`src/rtl/seven_seg_scan_decoder_pkg.sv`:
```
// Shared definitions for the seven-segment scan decoder: active-low segment
// patterns, special digit codes and the scan state enumeration.
package seven_seg_scan_decoder_pkg;

  // DIN[6:0] patterns (bit0..6 = segments a..g, a lit segment reads 0)
  localparam logic [6:0] SEG_0     = 7'h40;
  localparam logic [6:0] SEG_1     = 7'h79;
  localparam logic [6:0] SEG_2     = 7'h24;
  localparam logic [6:0] SEG_3     = 7'h30;
  localparam logic [6:0] SEG_4     = 7'h19;
  localparam logic [6:0] SEG_5     = 7'h12;
  localparam logic [6:0] SEG_6     = 7'h02;
  localparam logic [6:0] SEG_7     = 7'h78;
  localparam logic [6:0] SEG_8     = 7'h00;
  localparam logic [6:0] SEG_9     = 7'h10;
  localparam logic [6:0] SEG_BLANK = 7'h7F;

  localparam logic [3:0] CODE_BLANK = 4'hE;
  localparam logic [3:0] CODE_ERR   = 4'hF;

  typedef enum logic [1:0] {
    ST_BLANK  = 2'd0,
    ST_FILTER = 2'd1,
    ST_HELD   = 2'd2
  } state_e;

  function automatic logic sel_is_multi(input logic [3:0] sel);
    return (sel & (sel - 4'd1)) != 4'd0;
  endfunction

endpackage

```
`src/rtl/seg7_pattern_decode.sv`:
```
// Combinational seven-segment pattern to BCD decoder, shared with the
// display encoder side of the design.
module seg7_pattern_decode
  import seven_seg_scan_decoder_pkg::*;
(
  input  logic [6:0] seg_i,
  output logic [3:0] code_o,
  output logic       err_o
);

  always_comb begin
    err_o = 1'b0;
    unique case (seg_i)
      SEG_0:     code_o = 4'd0;
      SEG_1:     code_o = 4'd1;
      SEG_2:     code_o = 4'd2;
      SEG_3:     code_o = 4'd3;
      SEG_4:     code_o = 4'd4;
      SEG_5:     code_o = 4'd5;
      SEG_6:     code_o = 4'd6;
      SEG_7:     code_o = 4'd7;
      SEG_8:     code_o = 4'd8;
      SEG_9:     code_o = 4'd9;
      SEG_BLANK: code_o = CODE_BLANK;
      default: begin
        code_o = CODE_ERR;
        err_o  = 1'b1;
      end
    endcase
  end

endmodule

```
`src/rtl/seven_seg_scan_decoder.sv`:
```
// Recovers a 4-digit BCD value from a scanned, active-low seven-segment bus:
// debounces each digit dwell, collects a frame of four captures, then publishes.
module seven_seg_scan_decoder
  import seven_seg_scan_decoder_pkg::*;
#(
  parameter int STABLE_CYCLES  = 4,
  parameter int TIMEOUT_CYCLES = 65536
) (
  input  logic        CLK,
  input  logic        RESET,
  input  logic [7:0]  DIN,
  input  logic        D1,
  input  logic        D2,
  input  logic        D3,
  input  logic        D4,
  output logic [15:0] BCD,
  output logic [3:0]  DP,
  output logic        FRAME_VALID,
  output logic        SEG_ERR,
  output logic        SEL_ERR,
  output logic        STALLED
);

  localparam int             TW          = $clog2(TIMEOUT_CYCLES + 1);
  localparam logic [7:0]     STABLE_MAX  = 8'(STABLE_CYCLES);
  localparam logic [TW-1:0]  TIMEOUT_MAX = TW'(TIMEOUT_CYCLES);
  localparam logic [11:0]    IDLE_SAMPLE = 12'hFFF;

  // Sample layout: [11:8] = {D1,D2,D3,D4} (active-low), [7:0] = DIN
  logic [11:0]   in_q, last_q;
  state_e        state_q, state_d;
  logic [7:0]    count_q, count_d;
  logic [15:0]   slot_bcd_q, slot_bcd_d;
  logic [3:0]    slot_dp_q, slot_dp_d;
  logic [3:0]    mask_q, mask_d;
  logic [TW-1:0] timeout_q, timeout_d;
  logic [15:0]   bcd_q, bcd_d;
  logic [3:0]    dp_q, dp_d;
  logic          frame_valid_q, seg_err_q, sel_err_q, stalled_q;

  logic [3:0] sel, held_sel;
  logic       multi, changed, latch, frame_done;
  logic [3:0] dec_code;
  logic       dec_err;

  assign sel        = ~in_q[11:8];
  assign held_sel   = ~last_q[11:8];
  assign multi      = sel_is_multi(sel);
  assign changed    = in_q != last_q;
  assign frame_done = mask_q == 4'hF;

  // A digit is accepted once STABLE_CYCLES identical samples have been seen;
  // last_q still holds that stable sample even if the bus has just moved on.
  assign latch = (state_q == ST_FILTER) && (count_q == STABLE_MAX);

  seg7_pattern_decode u_decode (
    .seg_i  (last_q[6:0]),
    .code_o (dec_code),
    .err_o  (dec_err)
  );

  always_comb begin
    // NOTE: every always_comb output gets a default first so no path can infer a latch.
    state_d = state_q;
    count_d = count_q;
    if (sel == 4'd0 || multi) begin
      state_d = ST_BLANK;
      count_d = 8'd0;
    end else if (state_q == ST_BLANK || changed) begin
      state_d = ST_FILTER;
      count_d = 8'd1;
    end else if (latch) begin
      state_d = ST_HELD;
    end else if (count_q < STABLE_MAX) begin
      count_d = count_q + 8'd1;
    end
  end

  always_comb begin
    slot_bcd_d = slot_bcd_q;
    slot_dp_d  = slot_dp_q;
    if (latch) begin
      for (int i = 0; i < 4; i++) begin
        if (held_sel[i]) begin
          slot_bcd_d[4*i +: 4] = dec_code;
          slot_dp_d[i]         = ~last_q[7];
        end
      end
    end
    // A capture landing in the publish cycle belongs to the following frame
    mask_d = (frame_done ? 4'd0 : mask_q) | (latch ? held_sel : 4'd0);
    bcd_d  = frame_done ? slot_bcd_q : bcd_q;
    dp_d   = frame_done ? slot_dp_q  : dp_q;

    if (latch)                       timeout_d = '0;
    else if (timeout_q == TIMEOUT_MAX) timeout_d = timeout_q;
    else                             timeout_d = timeout_q + 1'b1;
  end

  // NOTE: all state uses non-blocking assignments and asynchronous active-low reset.
  always_ff @(posedge CLK or negedge RESET) begin
    if (!RESET) begin
      in_q          <= IDLE_SAMPLE;
      last_q        <= IDLE_SAMPLE;
      state_q       <= ST_BLANK;
      count_q       <= 8'd0;
      slot_bcd_q    <= {4{CODE_BLANK}};
      slot_dp_q     <= 4'd0;
      mask_q        <= 4'd0;
      timeout_q     <= '0;
      bcd_q         <= {4{CODE_BLANK}};
      dp_q          <= 4'd0;
      frame_valid_q <= 1'b0;
      seg_err_q     <= 1'b0;
      sel_err_q     <= 1'b0;
      stalled_q     <= 1'b0;
    end else begin
      in_q          <= {D1, D2, D3, D4, DIN};
      last_q        <= in_q;
      state_q       <= state_d;
      count_q       <= count_d;
      slot_bcd_q    <= slot_bcd_d;
      slot_dp_q     <= slot_dp_d;
      mask_q        <= mask_d;
      timeout_q     <= timeout_d;
      bcd_q         <= bcd_d;
      dp_q          <= dp_d;
      frame_valid_q <= frame_done;
      seg_err_q     <= latch && dec_err;
      sel_err_q     <= multi;
      stalled_q     <= timeout_d == TIMEOUT_MAX;
    end
  end

  assign BCD         = bcd_q;
  assign DP          = dp_q;
  assign FRAME_VALID = frame_valid_q;
  assign SEG_ERR     = seg_err_q;
  assign SEL_ERR     = sel_err_q;
  assign STALLED     = stalled_q;

endmodule

```
`config.mk`:
```
export PLATFORM = sky130hd
export DESIGN_NAME = seven_seg_scan_decoder
export DESIGN_NICKNAME = d
export VERILOG_FILES = /design/src/rtl/seven_seg_scan_decoder_pkg.sv /design/src/rtl/seg7_pattern_decode.sv /design/src/rtl/seven_seg_scan_decoder.sv
export SDC_FILE = /design/constraint.sdc
export NUM_CORES = 1
export LEC_CHECK = 0
export ABC_AREA = 1
export CORE_ASPECT_RATIO = 0.8
export CORE_MARGIN = 4
export CORE_UTILIZATION = 35
export CTS_CLUSTER_DIAMETER = 120
export CTS_CLUSTER_SIZE = 30
export DETAILED_ROUTE_END_ITERATION = 10
export PLACE_DENSITY = 0.59
export SETUP_SLACK_MARGIN = 0.05
export SYNTH_ARGS = -nofsm -noshare
export SYNTH_HDL_FRONTEND = slang
export SYNTH_SLANG_ARGS = --single-unit
```
`constraint.sdc`:
```
create_clock -name CLK -period 1.6 [get_ports CLK]
set_input_delay 0.16 -clock CLK [delete_from_list [all_inputs] [get_ports CLK]]
set_output_delay 0.16 -clock CLK [all_outputs]
set_load 0.02 [all_outputs]
```
* Word level (Yosys, flattened, before mapping)
Cells that the tools add are included.
** Storage, ports and cells
- Output and inout bits :: 24
- Register bits :: 99
- Latch bits :: 0
- Bits in read-only memories :: 0
- Bits in writable memories :: 0
- Input bits :: 14
- Memories :: 0
- Logic and storage cells :: 75
** Cells by class
- Bitwise gates (word level) :: 5
- Mux-type cells :: 13
- Order comparisons :: 1
- Reductions and logical operators :: 16
- Eq/ne operators :: 17
- Shifts and indexed selects :: 0
- Div/mod/pow operators :: 0
- $mul :: 0
- $add $sub $neg :: 3
** Operator list (number)
- $pmux 4 s11 :: 1
- $eq 17x17->1 const B :: 2
- $mux 17 :: 2
- $mux 8 :: 4
- $eq 7x7->1 const B :: 4
- $eq 7x5->1 const B :: 3
- $add 17x1->17 const B :: 1
- $eq 7x6->1 const B :: 2
- $ne 12x12->1 :: 1
- $reduce_or 11->1 :: 1
- $reduce_and 2->1 :: 5
- $add 8x1->8 const B :: 1
- $eq 8x3->1 const B :: 1
- $lt 8x3->1 const B :: 1
- $mux 4 :: 2
- $not 4->4 :: 2
- $eq 7x2->1 const B :: 1
- $logic_not 7->1 :: 1
- $mux 2 :: 3
- $reduce_bool 3->1 :: 2
- $and 4x4->4 :: 1
- $eq 4x4->1 const B :: 1
- $logic_not 4->1 :: 1
- $or 4x4->4 :: 1
- other kinds (9) :: 11

* Logic depth before layout (Yosys ltp)
- Depth after elaboration :: 7
- Depth in mapped cells :: 13
- Mapped depth without buffers :: 13

* By module
A second synthesis with hierarchy kept.
** Second synthesis, totals
- Cell total of the unflattened synthesis :: 483
- Area, all modules :: 4516.8 um2
** By module, submodules not included
- seven_seg_scan_decoder :: area an instance 4211.5 um2, cells each 419, sequential area each 2537.4 um2, instances 1
- seg7_pattern_decode :: area an instance 305.3 um2, cells each 64, sequential area each 0.0 um2, instances 1

* Worst setup path before layout
OpenSTA, ideal clock, no wires.
- Kind :: register to register
- Start :: register count_q[0]
- End :: register stalled_q, in the netlist STALLED
- Path buffers :: 1
- Library setup time :: 0.071 ns
- Arrival time :: 1.445 ns
- Clock period less this slack :: 1.516 ns
- Path slack :: 0.084 ns
- Required time :: 1.529 ns
- Cell stages (with the launch flop) :: 12
- Cell sequence :: dfrtp_1 > inv_1 > ha_1 > nand3_2 > nor2_2 > nand2_2 > buf_6 > nand3_1 > o21ai_0 > nor2_1 > nand2_1 > nor2_1
** On the way
- Word-level cells in the longest chain between the ends :: 4
** RTL lines
- start: declaration :: line seven_seg_scan_decoder.sv:32 : logic [7:0] count_q, count_d;
- start signal: assignment :: line seven_seg_scan_decoder.sv:121 : count_q <= count_d;
- $eq 8x3->1 :: line seven_seg_scan_decoder.sv:54 : assign latch = (state_q == ST_FILTER) && (count_q == STABLE_MAX);
- $logic_and 1x1->1 :: line seven_seg_scan_decoder.sv:54
- $mux 17 :: line seven_seg_scan_decoder.sv:95 : if (latch) timeout_d = '0;
- $eq 17x17->1 :: line seven_seg_scan_decoder.sv:131 : stalled_q <= timeout_d == TIMEOUT_MAX;
- end signal: assignment :: line seven_seg_scan_decoder.sv:116 : stalled_q <= 1'b0;
- end signal: assignment :: line seven_seg_scan_decoder.sv:131
- end: declaration :: line seven_seg_scan_decoder.sv:39 : logic frame_valid_q, seg_err_q, sel_err_q, stalled_q;
No other way between the ends.
A chain may end at the register's enable or synchronous reset.

* Final worst setup path
- Start :: register last_q[5]
- End :: register slot_bcd_q[8]
** On the way
- Word-level cells in the longest chain between the ends :: 2
- Elaborated cells between the ends (all ways) :: 12
- Those cells by class :: 10 x eq/ne; 1 x mux; 1 x reduce/logical
** RTL lines
- start: declaration :: line seven_seg_scan_decoder.sv:30 : logic [11:0] in_q, last_q;
- start signal: assignment :: line seven_seg_scan_decoder.sv:119 : last_q <= in_q;
- $eq 7x7->1, or another cell as far along :: line seg7_pattern_decode.sv:13 : unique case (seg_i)
- $pmux 4 s11 (*) :: line seg7_pattern_decode.sv:13
- end signal: assignment :: line seven_seg_scan_decoder.sv:107 : slot_bcd_q <= {4{CODE_BLANK}};
- end signal: assignment :: line seven_seg_scan_decoder.sv:122 : slot_bcd_q <= slot_bcd_d;
- end: declaration :: line seven_seg_scan_decoder.sv:33 : logic [15:0] slot_bcd_q, slot_bcd_d;
Every way passes the cells marked *; elsewhere a longest branch is shown, timed or not.

==> run summary <==
RSZ-0062 raised after global routing - true
Routed Antenna Nets - 0
top cells by count, synth - 124 x nand2_1, 79 x nor2_1, 65 x inv_1
final worst path period need - 1680 ps
Overflow after GRT - 0
Setup crit start kind - flop
initial antenna violation count - 0
register area share after synthesis - 54.9%
Root Buffer - clkbuf_16
WL/cell - 12.9 um
fin. max-slew vios - 0
nets - 670
Initial Util - 35.8%
Pwr Density - 775 nW/um^2
CTS tree - built
Crit Path Max Fanout - 4
gr usage total - 14.7%
most frequent cell after synthesis - nand2_1
via density per instance - 4.65
crit path capture type - flop
IO Port Bufs - 37
# IOs - 38
Primary FF master, synth - dfrtp_1
worst clock skew - 10.4 ps
Num CTS Buffers - 9
Core ar. - 12900 sq um
DP Wirelength - 7.40 mm
Tcrit/Tclk final - 105%
setup TNS - -706 ps
Async SR Flop Fraction - 100%
CTS clock-pin slew for the worst setup and hold paths - 70 ps
number of placement rows - 37
syn avg cell area - 8.81 sq um
Final WS setup - -78.7 ps
post-synth top area cell - dfrtp_1
H-tree depth - 3
LEAKAGE - 3.10 nW
Post-synth EDFFs - 0
die height - 111 um
RePlAce Congestion - 0.910
worst-skew pair later-pin latency - 340 ps
upper clock frequency limit - 596 MHz
max_cap viols - 0
Num Clock Sinks - 99
Synth warnings - 0
critical path required time - 1840 ps
Design Area, Final - 6640 sq um
worst IR drop on VDD - 0.646 mV
Routed WL - 10.7 mm
vias in the first global route - 3757
DP Area - 5550 sq um
Area Growth Syn to Fin - 43.5%
worst hold path class - in -> reg
status - complete, but fails checks
Die ar. - 15100 sq um
Vias - 3866
Synthesized Nets - 543
final hold violation count - 0
# DRC - 0
failing checks - setup timing
pin count of the biggest net entering global routing - 48
number of library cell types mapped by synthesis - 30
Worst-Margin Slew - 435 ps
Synth Instances - 525
Synth Register Bits - 99
critical path class - reg -> reg
post-synth top area share - 27.6%
CP arrival - 1920 ps
DIE WIDTH - 136 um
ant diodes - 0
ratio of cells with drive above 1 in the final layout - 44.0%
relative slew slack - 70.7%
initial DRC count - 179
Post-Syn Area - 4620 sq um
drt first pass iters - 4
global-route wire length before repair - 17.9 mm
CTS Buffer Depth - 2
Final setup viols - 19
top cells by area, synth - dfrtp_1 28%, dfstp_2 27%, nand2_1 10%
==> final timing paths <==
| path | start | endpoint | slack [ps] | cells after the start |
|---|---|---|---|---|
| max | last_q[5] | slot_bcd_q[8] | -80 | 10 |
| max reg2reg | last_q[5] | slot_bcd_q[8] | -80 | 10 |
| min in group asynchronous | RESET | mask_q[2] | 290 | 2 |
| max in group asynchronous | RESET | last_q[2] | 660 | 3 |
| min | DIN[5] | in_q[5] | 220 | 1 |
| min reg2reg | in_q[0] | last_q[0] | 370 | 0 |
==> what timing repair did <==
action | in CTS | in global routing
hold buffers | 1 | 0
setup buffers | 17 | 16
gates cloned | 1 | 0
pin swaps | 40 | 43
endpoints found under the hold margin | 21 | 0
setup endpoints to repair | 43 | 43
gates resized for setup | 93 | 75
==> worst max-delay path, stage by stage (launching register included) <==
cell and delay, ps:
dfstp_2 570, buf_6 130, inv_4 40, nor3_2 120
nand4_1 160, nand2_2 130, nor2_4 50, nand3_4 160
nand2_4 100, nand2_1 80, nand2_1 40
==> placed cells by master (no fill, tap or decap), types with 3 or more instances in the layout <==
| cell type | count |
|---|---|
| nand2_2 | 24 |
| nand3_1 | 29 |
| ha_4 | 3 |
| o21ai_0 | 7 |
| clkdlybuf4s50_1 | 24 |
| a21oi_2 | 4 |
| nor3_1 | 4 |
| dfrtp_1 | 46 |
| buf_12 | 3 |
| nand4_1 | 8 |
| nand2_4 | 4 |
| clkbuf_16 | 9 |
| inv_4 | 6 |
| inv_2 | 15 |
| o21ai_2 | 4 |
| dfstp_2 | 48 |
| nor2_1 | 55 |
| nand2_1 | 102 |
| xnor2_1 | 4 |
| buf_4 | 68 |
| dlygate4sd2_1 | 12 |
| dfrtp_2 | 5 |
| mux2_2 | 20 |
| buf_6 | 10 |
| nand3_2 | 13 |
| nor3_4 | 3 |
| a21oi_1 | 3 |
| inv_1 | 52 |
| nor2_4 | 14 |
| nand3_4 | 3 |
| nor2_2 | 14 |
| o21ai_1 | 13 |
==> sequential cells by signal (all words and copies together) (netlist names), 4 cells and up <==
signal	count
DP	4
BCD	16
mask_q	4
slot_dp_q	4
count_q	8
in_q	12
timeout_q	17
last_q	12
slot_bcd_q	16
==> power by group <==
part	internal [mW]	switching, mW
combinational	0.166	0.191
clock	1.23	0.939
sequential	2.57	0.0457
==> final cells by class <==
class,instances,area [sq um]
inverters,74,294
repair buffers,118,1040
fillers,1160,6280
flip-flops and latches,99,2540
clock inverters,6,72.6
clock buffers,10,229
multi-input cells,350,2240
well taps,175,219
==> metal layers <==
| metal | GRT usage, % | part of all wire, % | vias up | wire, um |
|---|---|---|---|---|
| met5 | 0 | 0 | - | 0 |
| met2 | 23.1 | 48 | 78 | 5200 |
| met4 | 4.97 | 1.9 | 0 | 209 |
| li1 | - | - | 1922 | - |
| met3 | 2.99 | 3.5 | 21 | 374 |
| met1 | 20.1 | 46 | 1845 | 4970 |
==> cells by family (layout without fill, tap and decap cells) <==
kind of cell	Yosys count	after routing	share of synthesized area [%]
buf+inv	77	208	6.77
xor+xnor	9	9	1.70
mux	20	20	4.87
flops	99	99	54.9
compound gates	32	32	3.49
fa+ha+maj	4	4	1.08
simple gates	284	285	27.2
==> through the flow <==
stage	total power [mW]	worst slack (ps)	util (%)	hold slack (ps)	std cells
6_report	5.14	-78.7	51.4	223	832
5_1_grt	5.37	-194	51.4	202	832
4_1_cts	5.16	-63.3	48.6	212	816
3_5_place_dp	2.91	-226	43.0	122	781
3_3_place_gp	2.91	-127	43.0	125	781
2_1_floorplan	2.74	84.1	-	-136	525
No activity file was read; power rests on OpenSTA's default activity.
